File: config.mk
export PLATFORM = sky130hd
export DESIGN_NAME = ads131_spi_responder
export DESIGN_NICKNAME = d
export VERILOG_FILES = /design/src/rtl/ads131_pkg.sv /design/src/rtl/spi_input_sync.sv /design/src/rtl/ads131_spi_responder.sv
export SDC_FILE = /design/constraint.sdc
export NUM_CORES = 1
export LEC_CHECK = 0
export ABC_CLOCK_PERIOD_IN_PS = 2000
export BUFFER_PORTS_ARGS = -buffer_cell sky130_fd_sc_hd__buf_4
export CAP_MARGIN = 20
export CORE_ASPECT_RATIO = 1.5
export CORE_MARGIN = 3
export CORE_UTILIZATION = 38
export CTS_BUF_LIST = sky130_fd_sc_hd__clkbuf_8
export CTS_CLUSTER_SIZE = 14
export DETAILED_ROUTE_END_ITERATION = 16
export GPL_TIMING_DRIVEN = 0
export SETUP_SLACK_MARGIN = 0.05
export SYNTH_ARGS = -nofsm -noshare
export SYNTH_HDL_FRONTEND = slang
export SYNTH_SLANG_ARGS = --single-unit
File: constraint.sdc
create_clock -name system_clock -period 2 [get_ports system_clock]
set_clock_uncertainty 0.1 [all_clocks]
set_input_delay 0.4 -clock system_clock [delete_from_list [all_inputs] [get_ports system_clock]]
set_output_delay 0.4 -clock system_clock [all_outputs]
set_load 0.05 [all_outputs]
File: src/rtl/ads131_pkg.sv
// ads131_pkg: opcodes, response words and state encodings shared by the ADS131A0x responder
package ads131_pkg;
    localparam int WORD_BITS = 16;
    localparam logic [15:0] CMD_NULL    = 16'h0000;
    localparam logic [15:0] CMD_RESET   = 16'h0011;
    localparam logic [15:0] CMD_STANDBY = 16'h0022;
    localparam logic [15:0] CMD_WAKEUP  = 16'h0033;
    localparam logic [15:0] CMD_LOCK    = 16'h0555;
    localparam logic [15:0] CMD_UNLOCK  = 16'h0655;
    localparam logic [2:0]  PFX_RREG    = 3'b001;
    localparam logic [2:0]  PFX_WREG    = 3'b010;
    localparam logic [15:0] RESP_POR    = 16'hFF04;
    localparam logic [15:0] RESP_READY  = 16'h2200;
    typedef enum logic [1:0] {DEV_POR, DEV_LOCKED, DEV_UNLOCKED} dev_state_t;
    typedef enum logic {SH_IDLE, SH_ACTIVE} shift_state_t;
endpackage

File: src/rtl/spi_input_sync.sv
// spi_input_sync: two-flop synchroniser with rise/fall detect for one asynchronous pin
module spi_input_sync #(
    parameter logic RST_VAL = 1'b0
) (
    input  logic system_clock,
    input  logic reset_n,
    input  logic i_d,
    output logic o_q,
    output logic o_rise,
    output logic o_fall
);
    logic r_s1, r_s2, r_s3;
    always_ff @(posedge system_clock or negedge reset_n) begin
        if (!reset_n) {r_s1, r_s2, r_s3} <= {3{RST_VAL}};
        else          {r_s1, r_s2, r_s3} <= {i_d, r_s1, r_s2};
    end
    assign o_q    = r_s2;
    assign o_rise = r_s2 & ~r_s3;
    assign o_fall = ~r_s2 & r_s3;
endmodule

File: src/rtl/ads131_spi_responder.sv
// ads131_spi_responder: oversampled SPI slave emulating an ADS131A0x ADC for bench bring-up
module ads131_spi_responder
    import ads131_pkg::*;
#(
    parameter int          NUM_CH = 4,
    parameter logic [7:0]  REG_ID = 8'h04
) (
    input  logic                   system_clock,
    input  logic                   reset_n,
    input  logic                   SPI_SCLK,
    input  logic                   SPI_CS,
    input  logic                   SPI_MOSI,
    output logic                   SPI_MISO,
    input  logic                   SPI_RESET,
    input  logic [NUM_CH*16-1:0]   sample_data,
    input  logic                   sample_valid,
    output logic                   drdy_n,
    output logic                   frame_done,
    output logic [15:0]            last_cmd,
    output logic                   adc_enabled,
    output logic                   dev_unlocked
);
    localparam int SW = (1 + NUM_CH) * WORD_BITS;
    logic w_sclk_q, w_sclk_rise, w_sclk_fall;
    logic w_cs_q, w_cs_rise, w_cs_fall;
    logic w_mosi, w_mosi_rise, w_mosi_fall;
    logic w_rst_q, w_rst_rise, w_rst_fall;
    logic w_unused;
    spi_input_sync #(.RST_VAL(1'b0)) u_sclk (.system_clock, .reset_n, .i_d(SPI_SCLK),  .o_q(w_sclk_q), .o_rise(w_sclk_rise), .o_fall(w_sclk_fall));
    spi_input_sync #(.RST_VAL(1'b1)) u_cs   (.system_clock, .reset_n, .i_d(SPI_CS),    .o_q(w_cs_q),   .o_rise(w_cs_rise),   .o_fall(w_cs_fall));
    spi_input_sync #(.RST_VAL(1'b0)) u_mosi (.system_clock, .reset_n, .i_d(SPI_MOSI),  .o_q(w_mosi),   .o_rise(w_mosi_rise), .o_fall(w_mosi_fall));
    spi_input_sync #(.RST_VAL(1'b1)) u_rst  (.system_clock, .reset_n, .i_d(SPI_RESET), .o_q(w_rst_q),  .o_rise(w_rst_rise),  .o_fall(w_rst_fall));
    assign w_unused = ^{w_sclk_q, w_cs_q, w_mosi_rise, w_mosi_fall, w_rst_rise, w_rst_fall};

    shift_state_t      r_shift_st;
    dev_state_t        r_dev;
    logic [SW-1:0]     r_shift;
    logic              r_miso;
    logic [15:0]       r_rx;
    logic [4:0]        r_rx_cnt;
    logic              r_frame_done;
    logic [15:0]       r_resp;
    logic [15:0]       r_last_cmd;
    logic              r_adc_en;
    logic [7:0]        r_regs [32];
    logic [NUM_CH*16-1:0] r_hold;
    logic              r_drdy_n;
    logic              w_dev_rst, w_frame_start, w_cmd_ok;
    logic [NUM_CH*16-1:0] w_chans;
    dev_state_t        w_nxt_dev;
    logic [15:0]       w_nxt_resp;
    logic              w_nxt_en, w_reg_rst, w_wr;
    logic [4:0]        w_addr;

    assign w_dev_rst     = ~w_rst_q;
    assign w_frame_start = w_cs_fall && r_shift_st == SH_IDLE && !w_dev_rst;
    assign w_cmd_ok      = w_cs_rise && r_shift_st == SH_ACTIVE && !w_dev_rst && r_rx_cnt == 5'(WORD_BITS);
    assign w_addr        = r_rx[12:8];

    // Frame order is ch0 first on the wire, but ch0 sits in the LSBs of the holding register
    always_comb begin
        w_chans = '0;
        for (int i = 0; i < NUM_CH; i++)
            w_chans[(NUM_CH-1-i)*16 +: 16] = r_adc_en ? r_hold[i*16 +: 16] : 16'h0000;
    end

    always_comb begin
        w_nxt_dev  = r_dev;
        w_nxt_resp = (r_dev == DEV_POR) ? RESP_POR : RESP_READY;
        w_nxt_en   = r_adc_en;
        w_reg_rst  = 1'b0;
        w_wr       = 1'b0;
        if (r_rx == CMD_RESET) begin
            w_nxt_dev  = DEV_POR;
            w_nxt_resp = RESP_POR;
            w_nxt_en   = 1'b0;
            w_reg_rst  = 1'b1;
        end else if (r_rx == CMD_UNLOCK && r_dev != DEV_UNLOCKED) begin
            w_nxt_dev  = DEV_UNLOCKED;
            w_nxt_resp = CMD_UNLOCK;
        end else if (r_rx == CMD_LOCK && r_dev == DEV_UNLOCKED) begin
            w_nxt_dev  = DEV_LOCKED;
            w_nxt_resp = CMD_LOCK;
        end else if ((r_rx == CMD_WAKEUP || r_rx == CMD_STANDBY) && r_dev == DEV_UNLOCKED) begin
            w_nxt_en   = r_rx == CMD_WAKEUP;
            w_nxt_resp = r_rx;
        end else if (r_rx[15:13] == PFX_RREG && r_dev != DEV_POR) begin
            w_nxt_resp = {PFX_RREG, w_addr, r_regs[w_addr]};
        end else if (r_rx[15:13] == PFX_WREG && r_dev == DEV_UNLOCKED) begin
            w_wr       = 1'b1;
            w_nxt_resp = {PFX_RREG, r_rx[12:0]};
        end
    end

    always_ff @(posedge system_clock or negedge reset_n) begin
        if (!reset_n) begin
            r_shift_st   <= SH_IDLE;
            r_shift      <= '0;
            r_miso       <= 1'b0;
            r_rx         <= '0;
            r_rx_cnt     <= '0;
            r_frame_done <= 1'b0;
        end else begin
            r_frame_done <= 1'b0;
            if (w_dev_rst) begin
                r_shift_st <= SH_IDLE;
                r_miso     <= 1'b0;
            end else if (r_shift_st == SH_IDLE) begin
                r_miso <= 1'b0;
                if (w_cs_fall) begin
                    r_shift_st <= SH_ACTIVE;
                    r_shift    <= {r_resp, w_chans};
                    r_rx_cnt   <= '0;
                end
            end else if (w_cs_rise) begin
                r_shift_st   <= SH_IDLE;
                r_miso       <= 1'b0;
                r_frame_done <= 1'b1;
            end else begin
                if (w_sclk_rise) begin
                    r_miso  <= r_shift[SW-1];
                    r_shift <= r_shift << 1;
                end
                if (w_sclk_fall && r_rx_cnt != 5'(WORD_BITS)) begin
                    r_rx     <= {r_rx[14:0], w_mosi};
                    r_rx_cnt <= r_rx_cnt + 5'd1;
                end
            end
        end
    end

    always_ff @(posedge system_clock or negedge reset_n) begin
        if (!reset_n) begin
            r_dev      <= DEV_POR;
            r_resp     <= RESP_POR;
            r_adc_en   <= 1'b0;
            r_last_cmd <= '0;
            for (int i = 0; i < 32; i++) r_regs[i] <= (i == 0) ? REG_ID : 8'h00;
        end else if (w_dev_rst) begin
            r_dev    <= DEV_POR;
            r_resp   <= RESP_POR;
            r_adc_en <= 1'b0;
            for (int i = 0; i < 32; i++) r_regs[i] <= (i == 0) ? REG_ID : 8'h00;
        end else if (w_cmd_ok) begin
            r_last_cmd <= r_rx;
            r_dev      <= w_nxt_dev;
            r_resp     <= w_nxt_resp;
            r_adc_en   <= w_nxt_en;
            if (w_reg_rst)
                for (int i = 0; i < 32; i++) r_regs[i] <= (i == 0) ? REG_ID : 8'h00;
            else if (w_wr)
                r_regs[w_addr] <= r_rx[7:0];
        end
    end

    // A sample arriving on the same cycle as a frame start wins over the frame's drdy clear
    always_ff @(posedge system_clock or negedge reset_n) begin
        if (!reset_n) begin
            r_hold   <= '0;
            r_drdy_n <= 1'b1;
        end else begin
            if (sample_valid) r_hold <= sample_data;
            r_drdy_n <= sample_valid ? 1'b0 : (w_frame_start ? 1'b1 : r_drdy_n);
        end
    end

    assign SPI_MISO     = r_miso;
    assign drdy_n       = r_drdy_n;
    assign frame_done   = r_frame_done;
    assign last_cmd     = r_last_cmd;
    assign adc_enabled  = r_adc_en;
    assign dev_unlocked = r_dev == DEV_UNLOCKED;
endmodule

* Word level (Yosys, flattened, before mapping)
Index checks and enable logic that the tools add are counted.
** Operators by class
- Reduce and logical (&&, ||, !) cells :: 24
- Equal/unequal tests :: 21
- Multipliers :: 0
- Div/mod/pow operators :: 0
- Shifts and indexed selects :: 0
- Multiplexer cells :: 62
- Order comparisons :: 2
- Add/subtract/negate cells :: 1
- Bitwise logic cells :: 11
** Operators with widths (number)
- $mux 256 :: 4
- $mux 80 :: 4
- $bwmux 256 :: 1
- $mux 16 :: 13
- $bmux 8 s5 :: 1
- $demux 8 s5 :: 1
- $eq 16x11->1 const B :: 2
- $eq 16x6->1 const B :: 2
- $mux 1 :: 26
- $mux 8 :: 3
- $mux 5 :: 4
- $eq 16x5->1 const B :: 1
- $reduce_and 4->1 :: 4
- $logic_and 1x1->1 :: 12
- $ne 3x3->1 const B :: 4
- $mux 2 :: 5
- $ne 4x4->1 const B :: 2
- $ge 6x6->1 const B :: 1
- $lt 6x1->1 const B :: 1
- $ne 2x2->1 const B :: 3
- $not 1->1 :: 6
- $not 5->6 :: 1
- $reduce_and 2->1 :: 3
- $reduce_bool 2->1 :: 3
- other kinds (10) :: 14
** Storage, ports and cells
- Register bits after elaboration :: 470
- Memories kept :: 0
- RAM bits :: 0
- Bits in latches :: 0
- Memory bits (read-only) :: 0
- Input bits :: 71
- Output and inout port bits :: 21
- Logic and storage cells :: 175

* Logic depth before layout (Yosys ltp)
- Depth after elaboration :: 12
- Gate-level depth with buffers :: 9
- Mapped depth without buffers :: 7

* Cells and area by module
Synthesis repeated with hierarchy kept, for this count alone.
** Unflattened totals
- Cell total of the unflattened synthesis :: 1662
- Area, all modules :: 20567.2 µm²
** Modules (own cells, without submodules)
- ads131_spi_responder :: area each 20199.4 µm², sequential area each 11524.8 µm², cells each 1642, instances 1
- spi_input_sync at u_cs ... :: area each 93.8 µm², sequential area each 78.8 µm², cells each 5, instances 2
- spi_input_sync at u_mosi ... :: area each 90.1 µm², sequential area each 75.1 µm², cells each 5, instances 2

* Worst setup path before layout
No wires, ideal clock.
- Path kind :: register -> register
- Start point :: reg r_dev[1]
- End point :: reg r_regs[248] (netlist bit)
- Period minus slack after synthesis :: 2296 ps
- Buffers on the path :: 3
- Data required time :: 1778 ps
- Setup time :: 122 ps
- Arrival :: 2075 ps
- Stages on the path, launching flop included :: 9
- Slack :: -296 ps
- Cell sequence :: dfrtp_1 > nor2b_1 > clkbuf_1 > and2_1 > o21a_1 > buf_6 > buf_8 > o21ai_4 > a32o_1
** Between the ends
- Word-level cells in the longest chain between the ends :: 10
- Elaborated cells between the ends (all ways) :: 16
- Those cells by class :: 3 x eq/ne; 6 x mux; 7 x reduce/logical
** Ends and longest elaborated chain
- start, declared :: line ads131_spi_responder.sv:36 : dev_state_t r_dev;
- start signal, assigned :: line ads131_spi_responder.sv:146 : r_dev <= w_nxt_dev;
- $eq 2x2->1 (*)
- via dev_unlocked :: line ads131_spi_responder.sv:21 : output logic dev_unlocked
- $logic_and 1x1->1 :: line ads131_spi_responder.sv:89 : end else if (r_rx[15:13] == PFX_WREG && r_dev == DEV_UNLOCKED) begin
- $mux 1 :: line ads131_spi_responder.sv:89
- $mux 1 :: line ads131_spi_responder.sv:87 : end else if (r_rx[15:13] == PFX_RREG && r_dev != DEV_POR) begin
- $mux 1 :: line ads131_spi_responder.sv:84 : end else if ((r_rx == CMD_WAKEUP || r_rx == CMD_STANDBY) && r_dev == DEV_UNLOCKED) begin
- $mux 1 (*) :: line ads131_spi_responder.sv:81 : end else if (r_rx == CMD_LOCK && r_dev == DEV_UNLOCKED) begin
- $mux 1 (*) :: line ads131_spi_responder.sv:78 : end else if (r_rx == CMD_UNLOCK && r_dev != DEV_UNLOCKED) begin
- $mux 1 (*) :: line ads131_spi_responder.sv:73 : if (r_rx == CMD_RESET) begin
- $ne 3x3->1 (no source line) (*)
- $reduce_and 2->1 (no source line) (*)
- end signal, assigned by index :: line ads131_spi_responder.sv:152 : r_regs[w_addr] <= r_rx[7:0];
- end, declared :: line ads131_spi_responder.sv:45 : logic [7:0] r_regs [32];
Mark *: on every way through the listed nets, which the timed path passes. The rest lies on a longest branch.
A chain may end at the register's enable or synchronous reset.

* Final worst setup path
- Start point :: reg r_rx[8]
- End point :: reg r_resp[1]
** Between the ends
- Word-level cells in the longest chain between the ends :: 11
- Elaborated cells between the ends (all ways) :: 20
- Those cells by class :: 5 x eq/ne; 10 x mux; 1 x bitwise; 4 x reduce/logical
** Ends and longest elaborated chain
- start, declared :: line ads131_spi_responder.sv:39 : logic [15:0] r_rx;
- start signal, assigned :: line ads131_spi_responder.sv:125 : r_rx <= {r_rx[14:0], w_mosi};
- $not 5->6 (not written as such) :: line ads131_spi_responder.sv:88 : w_nxt_resp = {PFX_RREG, w_addr, r_regs[w_addr]};
- $bmux 8 s5 :: line ads131_spi_responder.sv:88
- $mux 8 (not written as such) (2 in series) :: line ads131_spi_responder.sv:88
- $mux 16 :: line ads131_spi_responder.sv:87
- $mux 16 :: line ads131_spi_responder.sv:84
- $mux 16 :: line ads131_spi_responder.sv:81
- $mux 16 :: line ads131_spi_responder.sv:78
- $mux 16 (*) :: line ads131_spi_responder.sv:73
- $mux 16 (*) :: line ads131_spi_responder.sv:144 : end else if (w_cmd_ok) begin
- $mux 16 (*) :: line ads131_spi_responder.sv:139 : end else if (w_dev_rst) begin
- end signal, assigned :: line ads131_spi_responder.sv:147 : r_resp <= w_nxt_resp;
- end, declared :: line ads131_spi_responder.sv:42 : logic [15:0] r_resp;
Mark *: on every way between the ends. The rest lies on a longest branch, timed or not. The select of a mux whose other input is x is not followed.

==> run_results.csv <==
group,metric,value,unit
cts,numCtsBuffers,75,
cells_and_area,final_common_cell,"dfrtp_1",
power,power.leakage,12.7,nW
global_route,gr-total-overflow,0,
critical_path,required,2420,ps
placement,dp_hpwl,45900,um
synthesis,synth_compound_area_frac,0.193,
status,violations,"setup timing",
placement,port_buffers,90,
synthesis,synth_xor_xnor_area_share,0.00170,
timing,worst_pin_slew,1160,ps
synthesis,synth-edff-count,0,
synthesis,synth_top_family_by_area,"compound AO/OA/AOI/OAI gates",
worst_hold_path,hp-class,"in -> async",
floorplanning,coreArea,0.0537,mm2
cts,clkTransAtPathRegs,70,ps
synthesis,async_flop_share,1.00,
global_route,grt_usage,0.247,
placement,pre_cts_slack,-995,ps
detailed_routing,drt-pass1-iter-count,5,
critical_path,arrival,2800,ps
cts,clock_sinks,470,
cts,clockRootBuffer,"clkbuf_8",
timing,min_period,2380,ps
timing,timing.hold.ws,201,ps
synthesis,synth_flop_cell,"dfrtp_1",
timing,fin_ws,-383,ps
synthesis,synth_adder_area_share,0.00121,
cells_and_area,fin_util,0.570,
floorplanning,die_area,0.0572,mm2
synthesis,synth.avg_cell_area,12.9,um2
synthesis,yosysWarnings,0,
power,power_density,653,mW/mm2
cells_and_area,layout-drive-gt1-share,0.494,
cts,clkLatencyLatePin,640,ps
critical_path,cp_cell_sequence,"buf_12 > buf_16 > buf_16 > buf_12 > mux4_2 > a22oi_2 > nand3_1 > nor2_1 > o21ai_1",
timing,rsz0062_at_grt,"yes",
timing,slew_headroom,0.224,
floorplanning,ioPinCount,92,
floorplanning,rows,104,
cells_and_area,area_growth,48.3,%
cts,h-tree-depth,3,
critical_path,slowest_stage,"mux4_2",
floorplanning,die_x,196,um
detailed_routing,via_count,16400,
power,peakVddDrop,0.000306,V
critical_path,path_class,"reg -> reg",
timing,hold_violations,0,
critical_path,max_stage_delay,570,ps
floorplanning,die_height,291,um
cts,tritoncts,"built",
job,cap_viol_max_count,0,
global_route,grt_pass1_vias,16800,
placement,routabilityCongestion,0.975,
timing,setup_violations,273,
synthesis,synthMuxAreaShare,0.129,
critical_path,timing.rr.end,"r_resp[1]",
cells_and_area,layout.cells.most_common_list,"dfrtp_1, buf_4, o2bb2ai_2",
detailed_routing,ant_nets,0,
cts,clockBufferDepth,3,
critical_path,cp_top_family,"buffers and inverters",
synthesis,postSynthCellCount,1606,
detailed_routing,drt_iter0_markers,1263,
detailed_routing,wl,75800,um
timing,timing.fmax,420,MHz
critical_path,crit_path_max_fanout,8,
detailed_routing,via_per_inst,5.99,
critical_path,crit_path_end_kind,"flip-flop",
critical_path,ff2ff_setup_slack,-380,ps
global_route,grt_pass1_wl,107000,um
critical_path,path_buf_inv,4,
timing,slew_violations,0,
timing,fin_crit_sh,1.19,
synthesis,synth_seq_cells,470,
synthesis,ys_seq_area_frac,0.571,
critical_path,reg2reg_from,"r_rx[8]",
global_route,antenna_found_initial,1,
status,status,"finished, violations left",
critical_path,crit_path_start_kind,"flip-flop",
power,finalPower,20.0,mW
detailed_routing,wl_per_cell,27.6,um
detailed_routing,drc,0,
critical_path,reg2regPathDepth,9,
synthesis,syn-num-nets,1679,
synthesis,synthSimpleGateAreaFrac,0.0676,
synthesis,netlist_area,0.0206,mm2
global_route,grt_max_degree,126,
floorplanning,initial_core_util,0.384,
cells_and_area,nets,2073,
synthesis,synth_cell_types,66,
-- kinds of logic after synthesis --
logic type | count (synthesis)
flops | 470
buf+inv | 149
fa+ha+maj | 2
xor+xnor | 4
mux | 181
compound gates | 513
simple gates | 287
-- repair_timing --
item,CTS,global route
endpoints found under the hold margin,134,0
gates resized for setup,421,368
buffers inserted,56,79
gates cloned,17,12
setup endpoints to repair,394,518
pin swaps,54,96
hold buffers,69,0
-- cells in the mapped netlist (all sizes together), types with 8 or more instances --
master   count  area, um2
o21ai      127        763
mux2i       27        270
a21oi       14       70.1
a22oi       73        548
nor2        48        183
nor2b       20        125
dfstp       16        420
nand3       13       65.1
a22o        19        166
o2bb2ai    234       2050
nor3        10       55.1
inv         30        113
mux2        95       1070
mux4        59       1330
clkbuf      45        169
dfrtp      454      11400
nand2b      10       62.6
nand2      149        579
buf         73        478
a32o         8       80.1
-- sequential cells by signal, indices dropped and copies added (netlist names), 2 cells and up --
signal	count
r_regs	256
last_cmd	16
r_hold	64
r_rx	16
r_dev	2
r_shift	80
r_rx_cnt	5
r_resp	16
-- worst reg2reg max path: stages, from the launching register on --
cell	delay, ps
dfrtp_1	390
buf_12	170
buf_16	190
buf_16	170
buf_12	120
mux4_2	570
a22oi_2	240
nand3_1	110
nor2_1	140
o21ai_1	80
-- cell type report --
cell class,count,area (um2)
Antenna cell,1,2.50
Buffer,114,1380
Clock buffer,98,1350
Clock inverter,35,198
Fill cell,4072,23100
Inverter,31,124
Multi-Input combinational cell,987,11300
Sequential cell,470,11800
Tap cell,689,862
Timing Repair Buffer,321,3650
-- metrics by stage --
step                instances  area (um2)  setup TNS [ps]
floorplan                1606       20700            -138
global placement         2385       22200        -2236750
detailed placement       2389       22400         -246060
CTS                      2660       27500          -64520
global route             2746       30600          -93210
finish                   2746       30600          -78330
-- power breakdown --
group / internal (mW) / switching (mW) / total (mW)
sequential: 9.74 / 0.129 / 9.86
clock: 4.63 / 3.95 / 8.59
combinational: 0.673 / 0.858 / 1.53
-- how the worst max path moves through the flow --
stage / start / to / slack, ps / cells past startpoint
floorplan: u_rst.o_q / r_regs[248] / -20 / 8
global placement: reset_n / r_regs[181] / -4370 / 1
detailed placement: r_rx[8] / r_regs[38] / -1000 / 9
CTS: r_rx[8] / r_resp[7] / -310 / 8
global route: r_rx[6] / r_regs[40] / -420 / 10
finish: r_rx[8] / r_resp[1] / -380 / 9
-- metal layers --
| layer | wire (um) | vias to the layer above | track usage |
|---|---|---|---|
| met5 | 0 | - | 0 |
| met1 | 26700 | 8469 | 0.285 |
| li1 | - | 6903 | - |
| met2 | 38200 | 757 | 0.418 |
| met3 | 4640 | 317 | 0.0463 |
| met4 | 6240 | 0 | 0.158 |
(Power assumes the default switching activity.)
